`src/rtl/credit_bp_tx_pkg.sv`:
```
// Shared defaults and credit sizing for the credit-based link transmitter.
package credit_bp_tx_pkg;

  localparam int unsigned DEFAULT_VC_W          = 32'd2;
  localparam int unsigned DEFAULT_D_W           = 32'd32;
  localparam int unsigned DEFAULT_X_W           = 32'd4;
  localparam int unsigned DEFAULT_Y_W           = 32'd4;
  localparam int unsigned DEFAULT_VC_FIFO_DEPTH = 32'd32;

  // Bits needed to hold DEPTH-1 credits; never narrower than one bit.
  function automatic int unsigned credit_width(input int unsigned depth);
    if (depth <= 32'd2) begin
      return 32'd1;
    end else begin
      return $clog2(depth);
    end
  endfunction

  localparam int unsigned DEFAULT_CREDIT_W = credit_width(DEFAULT_VC_FIFO_DEPTH);

  typedef logic [DEFAULT_CREDIT_W-1:0] credit_t;

endpackage

```
`src/rtl/noc_if.sv`:
```
// Point-to-point NoC link: one flit per cycle tagged by a one-hot VC pulse,
// with per-VC credit returns travelling the other way.
interface noc_if #(
  parameter int unsigned VC_W = 32'd2,
  parameter int unsigned D_W  = 32'd32,
  parameter int unsigned A_W  = 32'd8
);

  typedef struct packed {
    logic [A_W-1:0] addr;
  } routeinfo_t;

  typedef struct packed {
    logic [D_W-1:0] data;
  } payload_t;

  typedef struct packed {
    routeinfo_t routeinfo;
    payload_t   payload;
  } packet_t;

  packet_t         packet;
  logic [VC_W-1:0] vc_target;
  logic [VC_W-1:0] vc_credit_gnt;

  modport transmitter (output packet, output vc_target, input vc_credit_gnt);
  modport receiver    (input packet, input vc_target, output vc_credit_gnt);

endinterface

```
`src/rtl/credit_bp_tx_chk.sv`:
```
// Simulation-only protocol checks for the credit transmitter.
module credit_bp_tx_chk #(
  parameter int unsigned VC_W = 32'd2,
  parameter int unsigned W    = 32'd5,
  parameter int unsigned MAX  = 32'd31
) (
  input logic                    clk,
  input logic                    rst_n,
  input logic [VC_W-1:0]         i_v,
  input logic [VC_W-1:0]         o_b,
  input logic [VC_W-1:0]         vc_target,
  input logic [VC_W-1:0]         vc_credit_gnt,
  input logic [VC_W-1:0][W-1:0]  credit
);

  a_onehot_v: assert property (@(posedge clk) disable iff (!rst_n) $onehot0(i_v))
    else $error("credit_bp_tx: multi-hot i_v %b", i_v);

  a_known: assert property (@(posedge clk) disable iff (!rst_n) !$isunknown({o_b, vc_target}))
    else $error("credit_bp_tx: unknown value on o_b/vc_target");

  for (genvar g = 0; g < VC_W; g++) begin : g_vc_chk
    a_no_overflow: assert property (@(posedge clk) disable iff (!rst_n)
      !(vc_credit_gnt[g] && (credit[g] == W'(MAX))))
      else $error("credit_bp_tx: credit grant on full VC %0d", g);

    a_no_underflow: assert property (@(posedge clk) disable iff (!rst_n)
      ((credit[g] == '0) && !vc_credit_gnt[g]) |=> (credit[g] == '0))
      else $error("credit_bp_tx: credit underflow on VC %0d", g);
  end

endmodule

```
`src/rtl/credit_counter.sv`:
```
// Per-VC credit counter: decrements on an accepted flit, increments on a
// returned credit, and exposes a registered "empty" flag for backpressure.
module credit_counter #(
  parameter int unsigned MAX = 32'd31,
  parameter int unsigned W   = 32'd5
) (
  input  logic         clk,
  input  logic         rst_n,
  input  logic         i_dec,
  input  logic         i_inc,
  output logic [W-1:0] o_count,
  output logic         o_zero
);

  localparam logic [W-1:0] MAX_C = W'(MAX);
  localparam logic [W-1:0] ONE_C = W'(1'b1);

  logic [W-1:0] count_q;
  logic [W-1:0] count_d;
  logic         zero_q;
  logic         zero_d;

  // Next count: accept and grant together cancel out.
  always_comb begin
    count_d = count_q;
    if (i_dec && !i_inc) begin
      count_d = count_q - ONE_C;
    end else if (i_inc && !i_dec) begin
      count_d = count_q + ONE_C;
    end else begin
      count_d = count_q;
    end
    zero_d = (count_d == '0);
  end

  // Count and empty flag registers; reset fills the counter.
  always_ff @(posedge clk or negedge rst_n) begin
    if (!rst_n) begin
      count_q <= MAX_C;
      zero_q  <= 1'b0;
    end else begin
      count_q <= count_d;
      zero_q  <= zero_d;
    end
  end

  assign o_count = count_q;
  assign o_zero  = zero_q;

endmodule

```
`src/rtl/credit_bp_tx.sv`:
```
// Transmitter half of the credit-based backpressure link: accepts one flit
// per cycle on a one-hot VC, tracks receiver space per VC, and drives the
// flit onto the link one cycle later.
module credit_bp_tx
  import credit_bp_tx_pkg::*;
#(
  parameter int unsigned VC_W  = DEFAULT_VC_W,
  parameter int unsigned D_W   = DEFAULT_D_W,
  parameter int unsigned X_W   = DEFAULT_X_W,
  parameter int unsigned Y_W   = DEFAULT_Y_W,
  parameter int unsigned A_W   = X_W + Y_W,
  parameter int unsigned DEPTH = DEFAULT_VC_FIFO_DEPTH
) (
  input  logic            clk,
  input  logic            rst_n,
  input  logic [VC_W-1:0] i_v,
  input  logic [X_W-1:0]  i_x,
  input  logic [Y_W-1:0]  i_y,
  input  logic [D_W-1:0]  i_d,
  output logic [VC_W-1:0] o_b,
  noc_if.transmitter      to_rx
);

  localparam int unsigned CREDIT_W = credit_width(DEPTH);

  logic [VC_W-1:0]               acc_s;
  logic [VC_W-1:0]               zero_s;
  logic [VC_W-1:0][CREDIT_W-1:0] credit_s;

  logic [VC_W-1:0] tgt_q;
  logic [VC_W-1:0] tgt_d;
  logic [A_W-1:0]  addr_q;
  logic [A_W-1:0]  addr_d;
  logic [D_W-1:0]  data_q;
  logic [D_W-1:0]  data_d;

  // Backpressure comes only from registered counter state.
  assign o_b = zero_s;

  // Accept the lowest-index offered VC that has credit; others wait.
  always_comb begin
    logic found;
    acc_s = '0;
    found = 1'b0;
    for (int i = 0; i < VC_W; i++) begin
      if (!found && i_v[i] && !zero_s[i]) begin
        acc_s[i] = 1'b1;
        found    = 1'b1;
      end else begin
        acc_s[i] = 1'b0;
      end
    end
  end

  for (genvar g = 0; g < VC_W; g++) begin : g_vc
    credit_counter #(
      .MAX (DEPTH - 32'd1),
      .W   (CREDIT_W)
    ) u_credit (
      .clk     (clk),
      .rst_n   (rst_n),
      .i_dec   (acc_s[g]),
      .i_inc   (to_rx.vc_credit_gnt[g]),
      .o_count (credit_s[g]),
      .o_zero  (zero_s[g])
    );
  end

  // Output stage next state: pulse per accepted flit, hold packet otherwise.
  always_comb begin
    tgt_d  = acc_s;
    addr_d = addr_q;
    data_d = data_q;
    if (|acc_s) begin
      addr_d = {i_x, i_y};
      data_d = i_d;
    end else begin
      addr_d = addr_q;
      data_d = data_q;
    end
  end

  // Output stage registers; reset drops any in-flight pulse.
  always_ff @(posedge clk or negedge rst_n) begin
    if (!rst_n) begin
      tgt_q  <= '0;
      addr_q <= '0;
      data_q <= '0;
    end else begin
      tgt_q  <= tgt_d;
      addr_q <= addr_d;
      data_q <= data_d;
    end
  end

  assign to_rx.vc_target = tgt_q;
  assign to_rx.packet    = {addr_q, data_q};

  credit_bp_tx_chk #(
    .VC_W (VC_W),
    .W    (CREDIT_W),
    .MAX  (DEPTH - 32'd1)
  ) u_chk (
    .clk           (clk),
    .rst_n         (rst_n),
    .i_v           (i_v),
    .o_b           (o_b),
    .vc_target     (tgt_q),
    .vc_credit_gnt (to_rx.vc_credit_gnt),
    .credit        (credit_s)
  );

endmodule
```
`src/flat_wrapper.sv`:
```
// flat-port wrapper written by rule: the top's interface ports become plain ports
module credit_bp_tx_flat import credit_bp_tx_pkg::*;
#(
  parameter int unsigned VC_W  = DEFAULT_VC_W,
  parameter int unsigned D_W   = DEFAULT_D_W,
  parameter int unsigned X_W   = DEFAULT_X_W,
  parameter int unsigned Y_W   = DEFAULT_Y_W,
  parameter int unsigned A_W   = X_W + Y_W,
  parameter int unsigned DEPTH = DEFAULT_VC_FIFO_DEPTH
)
  (clk, rst_n, i_v, i_x, i_y, i_d, o_b, to_rx_packet, to_rx_vc_target, to_rx_vc_credit_gnt);
  noc_if #(.VC_W(VC_W), .D_W(D_W), .A_W(A_W)) to_rx_i ();
  input  logic clk;
  input  logic rst_n;
  input  logic [VC_W-1:0] i_v;
  input  logic [X_W-1:0] i_x;
  input  logic [Y_W-1:0] i_y;
  input  logic [D_W-1:0] i_d;
  output logic [VC_W-1:0] o_b;
  output wire logic [$bits(to_rx_i.packet)-1:0] to_rx_packet;
  output wire logic [$bits(to_rx_i.vc_target)-1:0] to_rx_vc_target;
  input wire logic [$bits(to_rx_i.vc_credit_gnt)-1:0] to_rx_vc_credit_gnt;
  assign to_rx_packet = to_rx_i.packet;
  assign to_rx_vc_target = to_rx_i.vc_target;
  assign to_rx_i.vc_credit_gnt = to_rx_vc_credit_gnt;
  credit_bp_tx #(.VC_W(VC_W), .D_W(D_W), .X_W(X_W), .Y_W(Y_W), .A_W(A_W), .DEPTH(DEPTH)) u_core (.clk(clk), .rst_n(rst_n), .i_v(i_v), .i_x(i_x), .i_y(i_y), .i_d(i_d), .o_b(o_b), .to_rx(to_rx_i));
endmodule
```
`config.mk`:
```
export PLATFORM = sky130hd
export DESIGN_NAME = credit_bp_tx_flat
export DESIGN_NICKNAME = d
export VERILOG_FILES = /design/src/rtl/credit_bp_tx_pkg.sv /design/src/rtl/noc_if.sv /design/src/rtl/credit_bp_tx_chk.sv /design/src/rtl/credit_counter.sv /design/src/rtl/credit_bp_tx.sv /design/src/flat_wrapper.sv
export SDC_FILE = /design/constraint.sdc
export NUM_CORES = 1
export LEC_CHECK = 0
export ABC_AREA = 1
export CAP_MARGIN = 20
export CORE_ASPECT_RATIO = 0.6
export CORE_MARGIN = 2
export CORE_UTILIZATION = 50
export CTS_BUF_LIST = sky130_fd_sc_hd__clkbuf_4
export CTS_CLUSTER_SIZE = 14
export DETAILED_ROUTE_END_ITERATION = 10
export PLACE_DENSITY_LB_ADDON = 0.2
export SYNTH_ARGS = -nofsm -noshare
export SYNTH_HDL_FRONTEND = slang
export SYNTH_HIERARCHICAL = 1
export SYNTH_SLANG_ARGS = --single-unit
```
`constraint.sdc`:
```
create_clock -name clk -period 2.8 [get_ports clk]
set_input_delay 0.56 -clock clk [delete_from_list [all_inputs] [get_ports clk]]
set_output_delay 0.56 -clock clk [all_outputs]
set_load 0.005 [all_outputs]
```
==> out/qor.yml <==
tightestPinTransition_ns: 0.479
grt_setup_unrepaired: "no"
cp-end-kind: "flip-flop"
timing.slew.headroom_pct: 68.0
p_sw_w: 0.000823
clockRootBuffer: "clkbuf_4"
cts.path.max_buffers: 2
synth-main-ff-cell: "dfrtp_1"
cts_sinks: 54
crit_fanout: 5
synth_area_per_cell_um2: 8.53
crit_path_cell_trace: "clkdlybuf4s50_1 -> nand2_4 -> inv_1 -> nor2_1 -> inv_2 -> nor2_2 -> nand3_1 -> nand2_1 -> nand2_1 -> nand2_2 -> inv_1 -> nand2_1 -> nor2_1"
outcome: "finished, final reports clean"
synthToLayoutAreaGrowth_pct: 39.5
synth_nets: 345
clk_pin_slew_ns: 0.15
critPathArrivalTime_ns: 2.22
period_needed_ns: 1.94
max_clock_freq_mhz: 516
synth_area_um2: 2520
globalplace.congestion: 0.871
fp.coreArea_um2: 4710
grt_max_degree: 55
clkLatencyLatePin_ns: 0.36
grt_antenna_before_repair: 0
grt_first_pass_wirelength_mm: 9.87
yosysWarnings: 6
synth-compound-area-share_pct: 0.398
synth_cell_types: 18
vdd_drop_max_uv: 535
synthMuxAreaShare_pct: 0
fp.dieW_um: 95.6
cp_slowest_cell: "clkdlybuf4s50_1"
start_util_pct: 53.5
drt_pass1_iterations: 4
cts_tree: "done"
cts_max_level: 2
yosysSeqAreaShare_pct: 54.2
route.detailed.drc: 0
num_io_pins: 90
dieArea_um2: 5640
holdBufCountCts: 0
final_util_pct: 74.6
synthSimpleGateAreaFrac_pct: 36.5
min_path_type: "in2async"
layout_common_cells: "nand2_1 (110), clkdlybuf4s50_1 (88), nand3_1 (52)"
grt_pass1_vias: 2121
reg2reg_from: "u_core/g_vc[0].u_credit/o_zero"
p_leak_nw: 1.73
layout_commonest_cell: "nand2_1"
fin_crit_sh_pct: 69.2
critical-path-max-stage-delay_ns: 0.45
synth_seq_cells: 54
layout.cells.non_filler: 446
fin_tns_setup_ns: 0
final_layout_size_suffix_gt1_share_pct: 11.7
routed_wl_mm: 6.01
synth_cells: 295
worst_slack_ns: 0.862
wl_per_cell_um: 13.5
hold_slack_ns: 0.150
worstSetupStartpoint: "i_v[0]"
seqPwrFrac_pct: 46.7
ant_nets: 0
finalSetupViolCount: 0
place_ws_ns: 0.487
dp_cells: 438
async_flop_share_pct: 100
power_density_nw_per_um2: 696
numCtsBuffers: 5
p_sw_share_pct: 33.7
drv_slew: 0
internal-power_w: 0.00162
crit_type: "in2reg"
cts-resized-gates: 0
cp.required_ns: 3.08
fillers: 370
rows: 19
synth_xor_area_share_pct: 0
comb_power_share_pct: 35.5
synth_top_family_by_area: "simple AND/OR/NAND/NOR gates"
clkPwrFrac_pct: 17.8
num_vias: 2212
avgViaCountPerCell: 4.96
dp_hpwl_mm: 4.26
crit_path_frequent_cell: "nand2_1"
grt-ovfl-total: 0
die_height_um: 59.0
maxCapViolCount: 0
diodes: 0
drt_iter0_drc: 101
io_buffers: 89
cts_setup_buffers: 0
fin_nets: 432
cp-start-kind: "input pin"
synth-adder-area-share_pct: 1.99
final-hold-violation-count: 0
synth_edf_count: 0
skew_ns: 0.00217
gr-usage-all-layers_pct: 22.9
## synth_stat cells (2+ instances only)
| master | count | area, um^2 |
|---|---|---|
| buf_2 | 8 | 40.0 |
| buf_6 | 3 | 33.8 |
| dfrtp_1 | 44 | 1100 |
| dfstp_2 | 10 | 263 |
| ha_1 | 4 | 50.1 |
| inv_1 | 21 | 78.8 |
| inv_2 | 2 | 7.51 |
| nand2_1 | 110 | 413 |
| nand2_2 | 12 | 75.1 |
| nand2_4 | 3 | 33.8 |
| nand3_1 | 52 | 260 |
| nand3_2 | 2 | 20.0 |
| nand3b_1 | 6 | 45.0 |
| nor2_1 | 9 | 33.8 |
| nor2_2 | 4 | 25.0 |
| o21ai_0 | 2 | 10.0 |
| or2_0 | 2 | 12.5 |
## power by group through the flow
stage	logic, W	clock network [W]	registers, W
floorplan	0.000488	0	0.00114
global placement	0.000833	0	0.00114
detailed placement	0.000864	0	0.00115
CTS	0.000870	0.000445	0.00114
global route	0.000987	0.000473	0.00117
finish	0.000868	0.000435	0.00114
## final timing paths
path / cells after the start / slack, ns / endpoint
setup / recovery: 13 / 0.86 / u_core/g_vc[1].u_credit/o_zero
hold / removal: 2 / 0.15 / u_core/data_q[25]
setup reg to reg: 13 / 1.10 / u_core/g_vc[1].u_credit/o_zero
hold reg to reg: 2 / 0.50 / u_core/g_vc[0].u_credit/o_count[4]
max in group asynchronous: 2 / 2.35 / u_core/g_vc[0].u_credit/o_count[2]
min in group clk: 2 / 0.50 / u_core/g_vc[0].u_credit/o_count[4]
## worst max-delay path, delay by kind of cell
family / cells / cell delay, ns
buf+inv: 4 / 0.68
simple gates: 9 / 0.97
## kinds of logic after synthesis
group | after synthesis
DFF | 54
adders and majority gates | 4
and+or+nand+nor | 200
AOI/OAI and AO/OA | 2
buffers and inverters | 35
## sequential cells by signal (all words and copies together) (netlist names)
name,count
u_core/g_vc.u_credit/o_count,10
u_core/data_q,32
u_core/g_vc.u_credit/o_zero,2
u_core/to_rx.vc_target,2
u_core/addr_q,8
## layer usage
layer  GRT usage [%]  part of all wire, %
met5               0                    0
met4            3.88                 0.30
met3            6.40                  9.1
met1            33.2                   46
met2            35.4                   45
## stage by stage
step	cell area [um^2]	total power, W
6_report	3510	0.00244
4_1_cts	3510	0.00246
3_3_place_gp	3430	0.00198
5_1_grt	3510	0.00263
3_5_place_dp	3430	0.00202
2_1_floorplan	2520	0.00162
## layout make-up
| class | instances | area (um^2) | area share, % |
|---|---|---|---|
| flip-flops and latches | 54 | 1360 | 38.8 |
| multi-input cells | 206 | 978 | 27.9 |
| well taps | 63 | 78.8 | 2.25 |
| inverters | 23 | 86.3 | 2.46 |
| repair buffers | 92 | 921 | 26.2 |
| clock buffers | 5 | 37.5 | 1.07 |
| clock inverters | 3 | 45.0 | 1.28 |
No activity file was read; power rests on OpenSTA's default activity.
